`config.mk`:
```
export PLATFORM = sky130hd
export DESIGN_NAME = uart_tx_arbiter
export DESIGN_NICKNAME = d
export VERILOG_FILES = /design/src/rtl/uart_tx_arbiter.sv
export SDC_FILE = /design/constraint.sdc
export NUM_CORES = 1
export LEC_CHECK = 0
export ABC_AREA = 1
export BUFFER_PORTS_ARGS = -buffer_cell sky130_fd_sc_hd__buf_4
export CELL_PAD_IN_SITES_DETAIL_PLACEMENT = 0
export CELL_PAD_IN_SITES_GLOBAL_PLACEMENT = 1
export CORE_MARGIN = 4
export CORE_UTILIZATION = 30
export DETAILED_ROUTE_END_ITERATION = 7
export GPL_TIMING_DRIVEN = 0
export PLACE_DENSITY = 0.69
export SYNTH_ARGS = -nofsm -noshare
export SYNTH_HDL_FRONTEND = slang
export SYNTH_HIERARCHICAL = 1
export SYNTH_SLANG_ARGS = --single-unit
export TNS_END_PERCENT = 50
```
`constraint.sdc`:
```
create_clock -name clk -period 1.9 [get_ports clk]
set_input_delay 0.19 -clock clk [delete_from_list [all_inputs] [get_ports clk]]
set_output_delay 0.19 -clock clk [all_outputs]
set_load 0.02 [all_outputs]
```
`src/rtl/uart_tx_arbiter.sv`:
```
// Round-robin arbiter sharing one ser_tx pad between NREQ byte producers, with an 8N1 serialiser.
// Define UART_TX_PARITY_EN to insert an even-parity bit after the data bits (8E1).
`timescale 1ns/1ps

module uart_tx_arbiter_chk #(
  parameter int NREQ = 2
) (
  input logic            clk,
  input logic            reset,
  input logic [NREQ-1:0] req_valid,
  input logic [NREQ-1:0] req_ready,
  input logic [2:0]      grant_id,
  input logic            busy,
  input logic            ser_tx
);

  a_ready_onehot: assert property (@(posedge clk) disable iff (reset)
    $onehot0(req_ready));

  a_ready_needs_valid: assert property (@(posedge clk) disable iff (reset)
    (req_ready & ~req_valid) == {NREQ{1'b0}});

  a_ready_only_idle: assert property (@(posedge clk) disable iff (reset)
    (req_ready != {NREQ{1'b0}}) |-> !busy);

  a_idle_line_high: assert property (@(posedge clk) disable iff (reset)
    !busy |-> ser_tx);

  a_grant_in_range: assert property (@(posedge clk) disable iff (reset)
    {1'b0, grant_id} < 4'(NREQ));

endmodule

module uart_tx_arbiter #(
  parameter int NREQ  = 2,
  parameter int DIV_W = 16
) (
  input  logic              clk,
  input  logic              reset,
  input  logic [DIV_W-1:0]  div,
  input  logic [NREQ-1:0]   req_valid,
  input  logic [8*NREQ-1:0] req_data,
  output logic [NREQ-1:0]   req_ready,
  output logic [2:0]        grant_id,
  output logic              busy,
  output logic              ser_tx
);

  localparam logic [DIV_W-1:0] CNT_ZERO = {DIV_W{1'b0}};
  localparam logic [DIV_W-1:0] CNT_ONE  = {{(DIV_W-1){1'b0}}, 1'b1};

`ifdef UART_TX_PARITY_EN
  typedef enum logic [2:0] {
    ST_IDLE   = 3'd0,
    ST_START  = 3'd1,
    ST_DATA   = 3'd2,
    ST_PARITY = 3'd3,
    ST_STOP   = 3'd4
  } state_e;

  function automatic logic even_parity(input logic [7:0] data_byte);
    return ^data_byte;
  endfunction
`else
  typedef enum logic [2:0] {
    ST_IDLE  = 3'd0,
    ST_START = 3'd1,
    ST_DATA  = 3'd2,
    ST_STOP  = 3'd4
  } state_e;
`endif

  state_e           state_r;
  logic [7:0]       byte_r;
  logic [DIV_W-1:0] div_r;
  logic [DIV_W-1:0] cnt_r;
  logic [2:0]       bit_r;
  logic [2:0]       rr_r;
  logic [2:0]       grant_r;
  logic             busy_r;
  logic             tx_r;

  logic [NREQ-1:0]  rot_s;
  logic [2:0]       off_s;
  logic [3:0]       sum_s;
  logic [2:0]       pick_s;
  logic             hit_s;
  logic             accept_s;
  logic [NREQ-1:0]  ready_s;
  logic [7:0]       pick_byte_s;
  logic [2:0]       rr_next_s;
  logic             bit_end_s;

  // Round-robin search: rotate valids so the pointer sits at bit 0, take the lowest set bit.
  always_comb begin
    rot_s = NREQ'({req_valid, req_valid} >> rr_r);
    off_s = 3'd0;
    hit_s = 1'b0;
    for (int j = NREQ - 1; j >= 0; j--) begin
      off_s = rot_s[j] ? 3'(j) : off_s;
      hit_s = hit_s | rot_s[j];
    end
    sum_s  = {1'b0, rr_r} + {1'b0, off_s};
    pick_s = (sum_s >= 4'(NREQ)) ? 3'(sum_s - 4'(NREQ)) : sum_s[2:0];
  end

  // Grant decode and byte select; ready is suppressed while reset is held so no byte is lost.
  always_comb begin
    accept_s    = (state_r == ST_IDLE) && hit_s && !reset;
    ready_s     = {NREQ{1'b0}};
    pick_byte_s = 8'h00;
    for (int i = 0; i < NREQ; i++) begin
      ready_s[i]  = accept_s && (pick_s == 3'(i));
      pick_byte_s = (pick_s == 3'(i)) ? req_data[8*i +: 8] : pick_byte_s;
    end
    rr_next_s = (pick_s == 3'(NREQ - 1)) ? 3'd0 : pick_s + 3'd1;
    bit_end_s = (cnt_r == div_r);
  end

  // Frame sequencer: every state lasts div_r+1 cycles, outputs are registered.
  always_ff @(posedge clk) begin
    if (reset) begin
      state_r <= ST_IDLE;
      byte_r  <= 8'h00;
      div_r   <= CNT_ZERO;
      cnt_r   <= CNT_ZERO;
      bit_r   <= 3'd0;
      rr_r    <= 3'd0;
      grant_r <= 3'd0;
      busy_r  <= 1'b0;
      tx_r    <= 1'b1;
    end else begin
      case (state_r)
        ST_IDLE: begin
          if (accept_s) begin
            state_r <= ST_START;
            byte_r  <= pick_byte_s;
            div_r   <= div;
            cnt_r   <= CNT_ZERO;
            bit_r   <= 3'd0;
            grant_r <= pick_s;
            rr_r    <= rr_next_s;
            busy_r  <= 1'b1;
            tx_r    <= 1'b0;
          end else begin
            busy_r  <= 1'b0;
            tx_r    <= 1'b1;
          end
        end
        ST_START: begin
          if (bit_end_s) begin
            state_r <= ST_DATA;
            cnt_r   <= CNT_ZERO;
            tx_r    <= byte_r[0];
          end else begin
            cnt_r   <= cnt_r + CNT_ONE;
          end
        end
        ST_DATA: begin
          if (bit_end_s) begin
            cnt_r <= CNT_ZERO;
            if (bit_r == 3'd7) begin
`ifdef UART_TX_PARITY_EN
              state_r <= ST_PARITY;
              tx_r    <= even_parity(byte_r);
`else
              state_r <= ST_STOP;
              tx_r    <= 1'b1;
`endif
            end else begin
              bit_r <= bit_r + 3'd1;
              tx_r  <= byte_r[bit_r + 3'd1];
            end
          end else begin
            cnt_r <= cnt_r + CNT_ONE;
          end
        end
`ifdef UART_TX_PARITY_EN
        ST_PARITY: begin
          if (bit_end_s) begin
            state_r <= ST_STOP;
            cnt_r   <= CNT_ZERO;
            tx_r    <= 1'b1;
          end else begin
            cnt_r   <= cnt_r + CNT_ONE;
          end
        end
`endif
        ST_STOP: begin
          if (bit_end_s) begin
            state_r <= ST_IDLE;
            cnt_r   <= CNT_ZERO;
            busy_r  <= 1'b0;
            tx_r    <= 1'b1;
          end else begin
            cnt_r   <= cnt_r + CNT_ONE;
          end
        end
        default: begin
          state_r <= ST_IDLE;
          cnt_r   <= CNT_ZERO;
          busy_r  <= 1'b0;
          tx_r    <= 1'b1;
        end
      endcase
    end
  end

  assign req_ready = ready_s;
  assign grant_id  = grant_r;
  assign busy      = busy_r;
  assign ser_tx    = tx_r;

  uart_tx_arbiter_chk #(.NREQ(NREQ)) u_chk (
    .clk       (clk),
    .reset     (reset),
    .req_valid (req_valid),
    .req_ready (ready_s),
    .grant_id  (grant_r),
    .busy      (busy_r),
    .ser_tx    (tx_r)
  );

endmodule

```
### Word-level counts from Yosys, hierarchy flattened

Cells that the tools add are included.

* bits in registers: 54
* input port bits: 36
* output and inout bits: 7

* add/subtract/negate cells: 5
* $lt $le $gt $ge: 2
* equal/unequal tests: 12
* shift operators: 1
* multiplexer cells: 30
* bitwise gates (word level): 2
* reductions and logical operators: 15

Operators with widths (number)
* 2-to-1 mux 16 bit: 2
* case mux 16 bit (2 select lines): 1
* 2-to-1 mux 3 bit: 10
* adder 16 x 1 -> 16 bit (second input constant): 1
* == test 16 bit: 1
* 2-to-1 mux 8 bit: 2
* inequality test 2 bit (second input constant): 6
* case mux 3 bit (4 select lines): 1
* 2-to-1 mux 1 bit: 10
* adder 3 x 1 -> 3 bit (second input constant): 2
* == test 3 x 1 -> 1 bit (second input constant): 2
* == test 3 bit (second input constant): 2
* logical NOT 3 bit: 2
* case mux 3 bit (2 select lines): 1
* AND reduction 5 bit: 1
* adder 3 x 1 -> 4 bit: 1
* >= comparator 4 x 2 -> 1 bit (second input constant): 1
* logical AND 1 bit: 4
* < comparator 3 x 4 -> 1 bit (second input constant): 1
* case mux 1 bit (4 select lines): 1
* AND reduction 2 bit: 2
* AND reduction 4 bit: 1
* right shift 4 x 3 -> 2 bit: 1
* binary-select mux 1 bit (select 3 bit): 1
* 10 further kinds: 10

### Logic depth before layout (Yosys ltp)

* depth after elaboration: 9
* depth in mapped cells: 12
* mapped depth without buffers: 12

### Least setup slack after synthesis

OpenSTA, ideal clock, no wires.

* path type: register to register
* start point: register bit_r[0]
* end point: register tx_r, in the netlist ser_tx
* data arrival time: 1.344 ns
* required time: 1.767 ns
* setup slack: 0.423 ns
* cell stages (with the launch flop): 12
* buffers on the path: 0
* clock period less this slack: 1.477 ns
* cell sequence: dfxtp_1 > ha_1 > ha_1 > inv_1 > a21oi_1 > a21oi_1 > nand2_1 > nand3_1 > nand2_1 > nand2_1 > nand2_1 > nand3_1

* longest elaborated chain between the ends: 6
* elaborated cells between the ends (all ways): 7
* those cells by class: add/sub (1); eq/ne (1); mux (5)

RTL lines
* from (decl): RTL line 77 `logic [2:0] bit_r;`
* from (signal assigned): RTL line 171 `bit_r <= bit_r + 3'd1;`
* adder 3 x 1 -> 3 bit: RTL line 172 `tx_r <= byte_r[bit_r + 3'd1];`
* binary-select mux 1 bit (select 3 bit): RTL line 172
* 2-to-1 mux 1 bit (not written as such): RTL line 172
* 2-to-1 mux 1 bit (*): RTL line 162 `if (bit_r == 3'd7) begin`
* 2-to-1 mux 1 bit (*): RTL line 160 `if (bit_end_s) begin`
* case mux 1 bit (4 select lines) (*): RTL line 133 `case (state_r)`
* to (signal assigned): RTL line 154 `tx_r <= byte_r[0];`
* to (signal assigned): RTL line 172
* to (decl): RTL line 81 `logic tx_r;`

Mark *: on every way between the ends. The rest lies on a longest branch, timed or not. The select of a mux whose other input is x is not followed.
A chain may end at the register's enable or synchronous reset.

### Worst setup path in the final report

* start point: register rr_r[0]
* end point: output port req_ready[1]

* longest elaborated chain between the ends: 8
* elaborated cells between the ends (all ways): 12
* those cells by class: add/sub (2); order compare (1); eq/ne (1); shift (1); mux (3); bitwise (1); reduce/logical (3)

RTL lines
* from (decl): RTL line 78 `logic [2:0] rr_r;`
* from (signal assigned): RTL line 142 `rr_r <= rr_next_s;`
* right shift 4 x 3 -> 2 bit: RTL line 96 `rot_s = NREQ'({req_valid, req_valid} >> rr_r);`
* 2-to-1 mux 1 bit (2 in a row): RTL line 100 `off_s = rot_s[j] ? 3'(j) : off_s;`
* adder 3 x 1 -> 4 bit: RTL line 103 `sum_s = {1'b0, rr_r} + {1'b0, off_s};`
* >= comparator 4 x 2 -> 1 bit or subtractor 3 x 2 -> 3 bit (tied branches): RTL line 104 `pick_s = (sum_s >= 4'(NREQ)) ? 3'(sum_s - 4'(NREQ)) : sum_s[2:0];`
* 2-to-1 mux 3 bit: RTL line 104
* == test 3 x 1 -> 1 bit: RTL line 113 `ready_s[i] = accept_s && (pick_s == 3'(i));`
* logical AND 1 bit (*): RTL line 113
* to (decl): RTL line 43 `output logic [NREQ-1:0] req_ready,`

Mark *: on every way between the ends. The rest lies on a longest branch, timed or not.

==> impl_metrics.ini <==
[synthesis]
synthCells = 434
ys_async_sr_fraction_pct = 0
synthDistinctLibCells = 29
netlist_area_um2 = 2810
ys_ff_latch = 54
yosys_warnings = 6
syn_nets = 473
synth_area_per_cell_um2 = 6.48
synth-edff-count = 0
yosysSeqAreaShare_pct = 38.5
yosys_most_used_dff = dfxtp_1

[worst_setup_path]
cp_data_required_time_ns = 1.71
critPathCaptureType = primary output
crit_arrival_ns = 1.60
critPathMaxFanout = 6
start_kind = register
worstSetupPathType = reg2out

[detailed_routing]
wl_per_cell_um = 11.8
drtPass1Iterations = 4
ant_nets = 0
num_vias = 2727
via_per_inst = 4.57
drcViolationCount = 0
routed_wirelength_mm = 7.05
drt_iter0_markers = 137

[place]
gp_congestion = 0.890
post-dp-hpwl_mm = 5.39
placed_area_um2 = 3260
portBuffers = 42

[floorplanning]
dieArea_um2 = 11000
core_area_um2 = 9200
dieHeight_um = 105
std_cell_rows = 35
io_pins = 43
dieWidth_um = 105
start_util_pct = 30.6

[finish]
n_antenna_cell = 0
drive_gt1_share_pct = 18.5
final_util_pct = 37.3
final_area_um2 = 3430
final_nets = 525
area_delta_synth_final_pct = 21.9

[global_routing]
grt_antenna_before_repair = 0
grt_first_pass_wirelength_mm = 12.2
grt_pass1_vias = 2669
grt-ovfl-total = 0
grt_max_degree = 17
track_usage_pct = 13.5

[sta]
drv_slew = 0
hold_viol = 0
rsz0062_at_grt = yes
worst_hold_slack_ns = 0.0598
relSlewSlack_pct = 62.1
post-route-min-period_ns = 1.79
setup_violations = 0
worst_slew_pin_slew_ns = 0.569
timing.fmax_ghz = 0.560
post-route-period-util_pct = 94.0
finClkSkew_ns = 0.0120

[power_and_ir_drop]
power.leakage_nw = 1.53
power_density_nw_per_um2 = 1300
p_total_mw = 4.44
max-vdd-ir-drop_mv = 0.475

[clock_network]
hold_buffers = 0
cts.sinks = 54
root_buffer = clkbuf_8
cts_buffer_depth = 2
clock_latency_ns = 0.31
numCtsBuffers = 5
cts_tree = done
cts.clk_slew.worst_paths_ns = 0.10
htreeDepth = 2

[job]
drv_cap = 0

[min_path]
hp-class = in2reg

[run_status]
status = complete, no violations
-- worst max-delay path: stages, from the launching register on --
cell	delay [ns]
dfxtp_4	0.37
inv_2	0.09
nand2_1	0.07
nand3_2	0.09
nand4_1	0.21
a21oi_4	0.27
buf_4	0.18
-- placed cells by master (no fill, tap or decap), drive strengths merged --
cell type / count
a31oi: 2
clkbuf: 7
nor3: 10
a21boi: 1
clkinv: 1
o21ai: 24
o211ai: 1
inv: 57
nor2: 38
nand4: 10
xor2: 4
ha: 3
bufinv: 1
buf: 50
nand2: 163
nand3: 39
a21oi: 21
dfxtp: 54
-- metal layers --
layer	track usage, %	routed length (um)
met5	0	0
met4	3.75	55
met3	3.09	329
met2	21.4	3170
met1	18.3	3500
-- Yosys cell counts (2+ instances only) --
library cell / number / area share [%]
nor2_2: 2 / 0.45
o21ai_1: 13 / 2.3
a21oi_1: 19 / 3.4
nand2_1: 157 / 21
clkbuf_1: 2 / 0.27
nand4_1: 10 / 2.2
xor2_1: 4 / 1.2
ha_1: 3 / 1.3
nand2_4: 2 / 0.80
a31oi_1: 2 / 0.45
nor2_4: 2 / 0.80
nand2_2: 4 / 0.89
nor2_1: 34 / 4.5
nor3_1: 10 / 1.8
o21ai_0: 10 / 1.8
dfxtp_1: 54 / 38
inv_1: 45 / 6.0
buf_4: 3 / 0.80
nand3_1: 37 / 6.6
inv_2: 12 / 1.6
-- through the flow --
| step | setup WS [ns] | instances | TNS [ns] |
|---|---|---|---|
| 3_5_place_dp | 0.137 | 587 | 0 |
| 2_1_floorplan | 0.423 | 434 | 0 |
| 5_1_grt | -0.00357 | 597 | -0.00357 |
| 3_3_place_gp | 0.135 | 587 | 0 |
| 6_report | 0.113 | 597 | 0 |
| 4_1_cts | -0.0265 | 596 | -0.0265 |
-- cell families after synthesis --
kind of cell	synth area share, %
buffers and inverters	9.26
AOI/OAI and AO/OA	9.66
DFF	38.5
xor gates and xnor gates	1.25
and+or+nand+nor	40.0
adders and majority gates	1.34
-- sequential cells by signal, indices dropped and copies added, names as in the netlist --
| register | flops |
|---|---|
| cnt_r | 16 |
| div_r | 16 |
| byte_r | 8 |
| bit_r | 3 |
| grant_id | 3 |
| rr_r | 3 |
| state_r | 3 |
| busy | 1 |
| ser_tx | 1 |
-- cell type report --
cell class	instances	area, um^2
well taps	111	139
plain buffers	7	46.3
inverters	57	214
repair buffers	45	338
fillers	1016	5770
clock buffers	5	68.8
multi-input cells	316	1500
clock inverters	2	38.8
flip-flops and latches	54	1090
-- report_power, final --
part / switching (mW) / internal (mW) / total (mW)
logic: 1.31 / 0.742 / 2.05
clock network: 0.388 / 0.388 / 0.776
registers: 0.186 / 1.43 / 1.62
total: 1.88 / 2.56 / 4.44
-- final timing paths --
check                           start                       end  slack, ns  depth (start not counted)
min reg2reg  grant_id[1]$_SDFFE_PP0P_  grant_id[1]$_SDFFE_PP0P_       0.46                          2
max reg2reg     cnt_r[2]$_SDFFE_PP0P_     cnt_r[6]$_SDFFE_PP0P_       0.20                         11
max              rr_r[0]$_SDFFE_PP0P_              req_ready[1]       0.11                          6
min                             reset   state_r[0]$_SDFFE_PP0P_       0.06                          2
-- what timing repair did --
action                     in CTS  in global routing
setup endpoints to repair       2                 12
gates resized for setup         2                  7
setup buffers                   2                  1
pin swaps                       1                  1
No activity file was read; power rests on OpenSTA's default activity.
